<file path="src/rtl/fisc_exc_pkg.sv">
// Shared register indices, CPSR field positions and FSM state encoding for the
// FISC exception sequencer.
`ifndef FISC_INTEGER_SZ
`define FISC_INTEGER_SZ 64
`endif

package fisc_exc_pkg;

  localparam int XLEN_DEF = `FISC_INTEGER_SZ;

  localparam logic [5:0] REG_PC        = 6'd32;
  localparam logic [5:0] REG_ESR       = 6'd33;
  localparam logic [5:0] REG_ELR       = 6'd34;
  localparam logic [5:0] REG_CPSR      = 6'd35;
  localparam logic [5:0] REG_SPSR_BASE = 6'd36;
  localparam logic [5:0] REG_IVP       = 6'd42;
  localparam logic [5:0] REG_EVP       = 6'd43;
  localparam logic [5:0] REG_PFLA      = 6'd45;

  localparam int CPSR_MODE_MSB = 2;
  localparam int CPSR_MODE_LSB = 0;
  localparam int CPSR_IMASK    = 3;
  localparam int CPSR_W        = 12;

  typedef enum logic [3:0] {
    ST_IDLE         = 4'd0,
    ST_E1_RD_CPSR   = 4'd1,
    ST_E2_SAVE_SPSR = 4'd2,
    ST_E3_SAVE_ELR  = 4'd3,
    ST_E4_WR_ESR    = 4'd4,
    ST_E4B_WR_PFLA  = 4'd5,
    ST_E5_LD_PC     = 4'd6,
    ST_E6_WR_CPSR   = 4'd7,
    ST_E7_DONE      = 4'd8,
    ST_R1_RD_CPSR   = 4'd9,
    ST_R2_RET_PC    = 4'd10,
    ST_R3_RET_CPSR  = 4'd11,
    ST_R4_DONE      = 4'd12,
    ST_FAULT        = 4'd13
  } exc_state_e;

  // Modes 0 and 7 have no banked SPSR.
  function automatic logic mode_illegal(input logic [2:0] m);
    return (m == 3'd0) || (m == 3'd7);
  endfunction

endpackage

</file>
<file path="src/rtl/fisc_exc_sequencer.sv">
// Exception/IRQ entry and ERET sequencer driving the FISC register-file port.
// Optional macro FISC_EXC_PFLA_EN adds a page-fault address write (PFLA) to entry.
module fisc_exc_sequencer
  import fisc_exc_pkg::*;
#(
  parameter int XLEN      = XLEN_DEF,
  parameter int SPSR_BASE = 36
) (
  input  logic            clk,
  input  logic            rst_n,
  input  logic            exc_valid,
  input  logic            exc_is_irq,
  input  logic [2:0]      exc_mode,
  input  logic [XLEN-1:0] exc_syndrome,
`ifdef FISC_EXC_PFLA_EN
  input  logic [XLEN-1:0] exc_fault_addr,
  input  logic            exc_is_pf,
`endif
  input  logic            eret_valid,
  output logic            req_ready,
  output logic            busy,
  output logic            done,
  output logic            err,
  output logic [5:0]      rd_reg,
  output logic [5:0]      wr_reg,
  output logic            wr_fromreg,
  output logic            wr_fromimm,
  output logic [XLEN-1:0] din_reg,
  input  logic [XLEN-1:0] reg_dout
);

  exc_state_e        state_r, state_nxt_s;
  logic [2:0]        mode_r;
  logic              irq_r;
  logic [XLEN-1:0]   syn_r;
  logic [CPSR_W-1:0] cpsr_r;
  logic              accept_exc_s, accept_eret_s;
  logic              pf_s;
  logic [XLEN-1:0]   pfla_s;
  logic [5:0]        spsr_save_idx_s, spsr_ret_idx_s;
  logic              ready_s, busy_s, done_s, err_s, fromreg_s, fromimm_s;
  logic [5:0]        rd_s, wr_s;
  logic [XLEN-1:0]   din_s;
  logic              unused_dout_s;

`ifdef FISC_EXC_PFLA_EN
  logic            pf_r;
  logic [XLEN-1:0] pfla_r;
  assign pf_s   = pf_r;
  assign pfla_s = pfla_r;
`else
  assign pf_s   = 1'b0;
  assign pfla_s = '0;
`endif

  assign unused_dout_s   = ^reg_dout[XLEN-1:CPSR_W];
  assign spsr_save_idx_s = 6'(SPSR_BASE) + {3'b000, mode_r} - 6'd1;
  assign spsr_ret_idx_s  = 6'(SPSR_BASE) + {3'b000, cpsr_r[CPSR_MODE_MSB:CPSR_MODE_LSB]} - 6'd1;

  // Next-state selection; exc_valid wins over eret_valid in IDLE.
  always_comb begin
    state_nxt_s   = state_r;
    accept_exc_s  = 1'b0;
    accept_eret_s = 1'b0;
    case (state_r)
      ST_IDLE: begin
        if (req_ready && exc_valid) begin
          state_nxt_s  = ST_E1_RD_CPSR;
          accept_exc_s = 1'b1;
        end else if (req_ready && eret_valid) begin
          state_nxt_s   = ST_R1_RD_CPSR;
          accept_eret_s = 1'b1;
        end else begin
          state_nxt_s = ST_IDLE;
        end
      end
      ST_E1_RD_CPSR:   state_nxt_s = mode_illegal(mode_r) ? ST_FAULT : ST_E2_SAVE_SPSR;
      ST_E2_SAVE_SPSR: state_nxt_s = ST_E3_SAVE_ELR;
      ST_E3_SAVE_ELR:  state_nxt_s = ST_E4_WR_ESR;
      ST_E4_WR_ESR:    state_nxt_s = pf_s ? ST_E4B_WR_PFLA : ST_E5_LD_PC;
      ST_E4B_WR_PFLA:  state_nxt_s = ST_E5_LD_PC;
      ST_E5_LD_PC:     state_nxt_s = ST_E6_WR_CPSR;
      ST_E6_WR_CPSR:   state_nxt_s = ST_E7_DONE;
      ST_E7_DONE:      state_nxt_s = ST_IDLE;
      ST_R1_RD_CPSR:   state_nxt_s = mode_illegal(reg_dout[CPSR_MODE_MSB:CPSR_MODE_LSB]) ?
                                     ST_FAULT : ST_R2_RET_PC;
      ST_R2_RET_PC:    state_nxt_s = ST_R3_RET_CPSR;
      ST_R3_RET_CPSR:  state_nxt_s = ST_R4_DONE;
      ST_R4_DONE:      state_nxt_s = ST_IDLE;
      ST_FAULT:        state_nxt_s = ST_IDLE;
      default:         state_nxt_s = ST_IDLE;
    endcase
  end

  // Output decode of the state being entered, so the port changes with the state.
  always_comb begin
    ready_s   = 1'b0;
    busy_s    = 1'b1;
    done_s    = 1'b0;
    err_s     = 1'b0;
    rd_s      = 6'd0;
    wr_s      = 6'd0;
    fromreg_s = 1'b0;
    fromimm_s = 1'b0;
    din_s     = '0;
    case (state_nxt_s)
      ST_IDLE: begin
        ready_s = 1'b1;
        busy_s  = 1'b0;
      end
      ST_E1_RD_CPSR, ST_R1_RD_CPSR: rd_s = REG_CPSR;
      ST_E2_SAVE_SPSR: begin
        rd_s = REG_CPSR; wr_s = spsr_save_idx_s; fromreg_s = 1'b1;
      end
      ST_E3_SAVE_ELR: begin
        rd_s = REG_PC; wr_s = REG_ELR; fromreg_s = 1'b1;
      end
      ST_E4_WR_ESR: begin
        wr_s = REG_ESR; din_s = syn_r; fromimm_s = 1'b1;
      end
      ST_E4B_WR_PFLA: begin
        wr_s = REG_PFLA; din_s = pfla_s; fromimm_s = 1'b1;
      end
      ST_E5_LD_PC: begin
        rd_s = irq_r ? REG_IVP : REG_EVP; wr_s = REG_PC; fromreg_s = 1'b1;
      end
      ST_E6_WR_CPSR: begin
        wr_s = REG_CPSR; fromimm_s = 1'b1;
        din_s = {{(XLEN-CPSR_W){1'b0}}, cpsr_r[CPSR_W-1:CPSR_IMASK+1], 1'b1, mode_r};
      end
      ST_R2_RET_PC: begin
        rd_s = REG_ELR; wr_s = REG_PC; fromreg_s = 1'b1;
      end
      ST_R3_RET_CPSR: begin
        rd_s = spsr_ret_idx_s; wr_s = REG_CPSR; fromreg_s = 1'b1;
      end
      ST_E7_DONE, ST_R4_DONE: done_s = 1'b1;
      ST_FAULT:               err_s  = 1'b1;
      default: begin
        ready_s = 1'b0;
        busy_s  = 1'b0;
      end
    endcase
  end

  // State, request latches, captured CPSR and registered port outputs.
  always_ff @(posedge clk or negedge rst_n) begin
    if (!rst_n) begin
      state_r    <= ST_IDLE;
      mode_r     <= 3'd0;
      irq_r      <= 1'b0;
      syn_r      <= '0;
      cpsr_r     <= '0;
      req_ready  <= 1'b0;
      busy       <= 1'b0;
      done       <= 1'b0;
      err        <= 1'b0;
      rd_reg     <= 6'd0;
      wr_reg     <= 6'd0;
      wr_fromreg <= 1'b0;
      wr_fromimm <= 1'b0;
      din_reg    <= '0;
`ifdef FISC_EXC_PFLA_EN
      pf_r       <= 1'b0;
      pfla_r     <= '0;
`endif
    end else begin
      state_r <= state_nxt_s;
      if (accept_exc_s) begin
        mode_r <= exc_mode;
        irq_r  <= exc_is_irq;
        syn_r  <= exc_syndrome;
`ifdef FISC_EXC_PFLA_EN
        pf_r   <= exc_is_pf;
        pfla_r <= exc_fault_addr;
`endif
      end
      if (state_r == ST_E1_RD_CPSR || state_r == ST_R1_RD_CPSR) begin
        cpsr_r <= reg_dout[CPSR_W-1:0];
      end
      req_ready  <= ready_s;
      busy       <= busy_s;
      done       <= done_s;
      err        <= err_s;
      rd_reg     <= rd_s;
      wr_reg     <= wr_s;
      wr_fromreg <= fromreg_s;
      wr_fromimm <= fromimm_s;
      din_reg    <= din_s;
    end
  end

endmodule
</file>
<file path="config.mk">
export PLATFORM = sky130hd
export DESIGN_NAME = fisc_exc_sequencer
export DESIGN_NICKNAME = d
export VERILOG_FILES = /design/src/rtl/fisc_exc_pkg.sv /design/src/rtl/fisc_exc_sequencer.sv
export SDC_FILE = /design/constraint.sdc
export NUM_CORES = 1
export LEC_CHECK = 0
export BUFFER_PORTS_ARGS = -buffer_cell sky130_fd_sc_hd__buf_4
export CAP_MARGIN = 25
export CORE_UTILIZATION = 40
export CTS_BUF_LIST = sky130_fd_sc_hd__clkbuf_2 sky130_fd_sc_hd__clkbuf_4 sky130_fd_sc_hd__clkbuf_8
export DETAILED_ROUTE_END_ITERATION = 7
export PLACE_DENSITY = 0.69
export SLEW_MARGIN = 20
export SYNTH_ARGS = -nofsm -noshare
export SYNTH_HDL_FRONTEND = slang
export SYNTH_SLANG_ARGS = --single-unit
</file>
<file path="constraint.sdc">
create_clock -name clk -period 2.2 [get_ports clk]
set_input_delay 0.44 -clock clk [delete_from_list [all_inputs] [get_ports clk]]
set_output_delay 0.44 -clock clk [all_outputs]
set_load 0.05 [all_outputs]
</file>
# After elaboration in Yosys (flattened, before gate mapping)

Cells that the tools add are included.

Input port bits: 136
Register bits after elaboration: 166

Eq/ne operators: 25
Multiplexer cells: 17
Reductions and logical operators: 17
Add/sub/neg operators: 4

Operators with widths:

| kind                  | count |
|---|---|
| $pmux W64 S2          | 1 |
| $pmux W4 S10          | 1 |
| $eq A4 B4 Y1 const B  | 9 |
| $pmux W6 S6           | 1 |
| $eq A4 B3 Y1 const B  | 8 |
| $pmux W6 S5           | 1 |
| $eq A4 B2 Y1 const B  | 4 |
| $reduce_or A13 Y1     | 1 |
| $add A6 B3 Y6 const A | 2 |
| $mux W4               | 3 |
| $sub A6 B1 Y6 const B | 2 |
| $mux W1               | 9 |
| $eq A4 B1 Y1 const B  | 2 |
| $logic_not A4 Y1      | 2 |
| $reduce_or A2 Y1      | 4 |
| $eq A3 B3 Y1 const B  | 2 |
| $logic_not A3 Y1      | 2 |
| $reduce_or A3 Y1      | 2 |
| $reduce_or A5 Y1      | 1 |
| $logic_or A1 B1 Y1    | 3 |
| $mux W3               | 1 |
| $logic_and A1 B1 Y1   | 2 |

# Depth between registers and ports, before layout

Word-level depth: 7
Depth in mapped cells: 9

# Worst setup path before layout

No wires, ideal clock.

Path kind: register to register
From: register mode_r[0] (netlist name)
To: register mode_r[0]
Setup time: 125 ps
Setup slack: 92 ps
Stages on the path, launching flop included: 10
Arrival: 1,983 ps
Required time: 2,075 ps
Period minus slack after synthesis: 2,108 ps
Cells stage by stage: dfrtp_1 inv_1 ha_1 mux2_4 o21ai_4 nand4_2 nor2_4 buf_6 buf_8 mux2_4

RTL lines:

| what                 | line                      | text |
|---|---|---|
| end signal, assigned | fisc_exc_sequencer.sv:170 | `mode_r <= exc_mode;` |
| end, declared        | fisc_exc_sequencer.sv:33  | `logic [2:0] mode_r;` |

==> results_dict.tcl <==
set metrics [dict create \
    pin_count 218 \
    yosysTopAreaCell "dfrtp_1" \
    overflow 0 \
    slew_violations 0 \
    wl_per_cell_microns 16.89 \
    antenna_left 0 \
    die_h_microns 125.7 \
    clock_skew_ns 0.006763 \
    htree_levels 4 \
    endpoint_kind "register" \
    ys_seq_area_share_pct 66.60 \
    finalWeightedCongestion 0.8223 \
    ys_warn_count 0 \
    p_clk_share_pct 18.9 \
    syn_avg_cell_area_sq_um 15.09 \
    setup_tns_ns 0 \
    final_hold_viol_count 0 \
    core_area_sq_um 14750 \
    syn_area_sq_um 6125 \
    synth_area_leaders "dfrtp_1 (67%), mux2_2 (11%), and2_1 (5.4%)" \
    slowest_stage "dfrtp_1" \
    cts_buffers 17 \
    critPathKind "reg -> reg" \
    antenna_found_initial 0 \
    slowest_delay_ns 0.40 \
    drive_gt1_share_pct 51.32 \
    cp-start-kind "register" \
    outcome "complete, no violations" \
    max_slew_margin_pct 64.36 \
    power_mw 11.18 \
    fmax_mhz 462.2 \
    fp-row-count 44 \
    finalSetupViolations 0 \
    tightest_slew_ns 0.5315 \
    swShare_pct 35.95 \
    synth.most_common_cell "dfrtp_1" \
    grt_pass1_wl_microns 20750 \
    syn_inst 406 \
    switchingPower_mw 4.018 \
    start_util_pct 41.51 \
    nNetsFinal 735 \
    post-place-ws_ns -0.09295 \
    p_comb_share_pct 40.0 \
    cts-root-buf "clkbuf_8" \
    async_flop_share_pct 100.0 \
    clk_latency_ns 0.44 \
    path_cells "inv_2 > ha_4 > mux2_4 > o21ai_4 > nand4_4 > nor2_4 > buf_12 > clkbuf_16 > mux2_2" \
    p_leak_nw 4.213 \
    clockBufferDepth 2 \
    grt_max_degree 69 \
    worstPathRequired_ns 2.53 \
    rsz0062_at_grt "true" \
    hold_class "in -> reg" \
    ys_seq_elements 163 \
    peakVddDrop_v 0.0005982 \
    drc 0 \
    stdcell_count 792 \
    yosysUniqueCellTypes 43 \
    power.internal_mw 7.160 \
    cts_tree "yes" \
    placed_area_sq_um 7626 \
    synth_common_cells "dfrtp_1 (163), mux2_2 (58), and2_1 (53)" \
    finalInstanceArea_sq_um 8364 \
    area_growth_pct 36.57 \
    placed_cells 749 \
    dr.first_iter.drc_count 243 \
    min_period_ns 2.164 \
    totalWireLength_microns 13370 \
    firstDrtPassIters 4 \
    crit_fanout 8 \
    cp_data_arrival_time_ns 2.49 \
    synth-edff-count 0 \
    port-buffer-count 162 \
    clk_pin_slew_ns 0.08 \
    yosys_most_used_dff "dfrtp_1" \
    netlist.area_leader.share_pct 66.60 \
    powerDensity_nw_per_um2 1336 \
    fin_crit_sh_pct 98.34 \
    fillers 1210 \
    cap_viol_max_count 0 \
    vias 3759 \
    hpwl_microns 8538 \
    p_seq_share_pct 41.1 \
    setup_ws_ns 0.03649 \
    first_global_vias 3986 \
    die_width_microns 125.7 \
    groute.usage.overall_pct 17.15 \
    dieArea_sq_um 15810 \
    cts.sinks 163 \
    diodes 0 \
    drt-vias-per-instance 4.746 \
]
[cells by family after synthesis]
| kind of cell | share of synthesized area [%] |
|---|---|
| flip-flops | 66.60 |
| AND/OR/NAND/NOR | 9.520 |
| multiplexers | 15.98 |
| AO/OA/AOI/OAI | 4.025 |
| buffers and inverters | 2.574 |
| adder cells (fa/ha/maj) | 0.8172 |
| XOR/XNOR | 0.4291 |
| other | 0.06123 |
[worst paths after layout]
path                             startpoint          end  slack [ns]  depth (start not counted)
setup / recovery                  mode_r[1]    syn_r[14]        0.04                          9
hold / removal             exc_syndrome[23]    syn_r[23]        0.23                          2
setup reg to reg                  mode_r[1]    syn_r[14]        0.04                          9
hold reg to reg                   syn_r[36]  din_reg[36]        0.48                          1
max in group asynchronous             rst_n    cpsr_r[0]        0.97                          3
min in group asynchronous             rst_n   wr_fromimm        0.49                          2
[power groups by stage]
stage	logic [mW]	registers [mW]	clock network (mW)
after global placement	4.06	4.58	0
after detailed placement	4.15	4.64	0
after CTS	4.25	4.58	2.18
after floorplan	1.74	5.69	0
final	4.47	4.59	2.11
after global routing	4.77	4.72	2.30
[final cells by class]
cell class	instances	area, sq um	area share (%)
well taps	184	230.2	2.752
flip-flops and latches	163	4079	48.77
inverters	6	22.52	0.2693
repair buffers	190	1587	18.97
clock buffers	25	319.1	3.815
multi-input cells	217	2053	24.55
clock inverters	7	73.82	0.8826
[metrics by stage]
step | hold slack, ns | util, %
2_1_floorplan | 0.1444 | -
3_3_place_gp | 0.3894 | 51.69
3_5_place_dp | 0.3984 | 51.69
4_1_cts | 0.1844 | 55.05
5_1_grt | 0.1933 | 56.69
6_report | 0.2256 | 56.69
[routing by layer]
metal,track usage (%),up-vias,part of all wire [%]
met2,27.52,108,50
met4,7.442,0,1.6
met1,21.92,1887,44
met5,0,-,0
li1,-,1750,-
met3,4.673,14,5.2
[worst max-delay path, delay by kind of cell, from the launching register on]
| family | cells | cell delay (ns) |
|---|---|---|
| AO/OA/AOI/OAI | 1 | 0.18 |
| buffers and inverters | 3 | 0.43 |
| flip-flops | 1 | 0.40 |
| adder cells (fa/ha/maj) | 1 | 0.15 |
| multiplexers | 2 | 0.61 |
| AND/OR/NAND/NOR | 2 | 0.27 |
[what timing repair did]
| action | 4_1_cts | 5_1_grt |
|---|---|---|
| gates resized for setup | 7 | 37 |
| buffers inserted | 4 | 1 |
| pin swaps | 2 | 2 |
| gates cloned | 1 | 4 |
| hold buffers | 1 | 0 |
| endpoints found under the hold margin | 45 | 0 |
| endpoints found under the setup margin | 68 | 66 |
[cell usage in the layout, fill, tap and decap left out, types with 2 or more instances in the layout]
cell / instances
nand3b_1: 2
inv_2: 2
mux2_4: 57
clkinvlp_4: 4
buf_12: 3
buf_6: 2
a22o_1: 11
mux2_2: 22
xor2_1: 3
ha_1: 3
dfrtp_1: 163
nand3_1: 3
and2_1: 53
nand2_1: 7
o21ai_0: 7
nor2b_1: 2
clkbuf_4: 4
clkbuf_16: 3
inv_1: 4
clkbuf_8: 21
nand2b_1: 6
o211ai_1: 4
or2_2: 3
conb_1: 2
buf_16: 3
nor2_1: 9
or3_1: 2
buf_4: 178
Note: power is estimated with default switching activity, not from simulation.
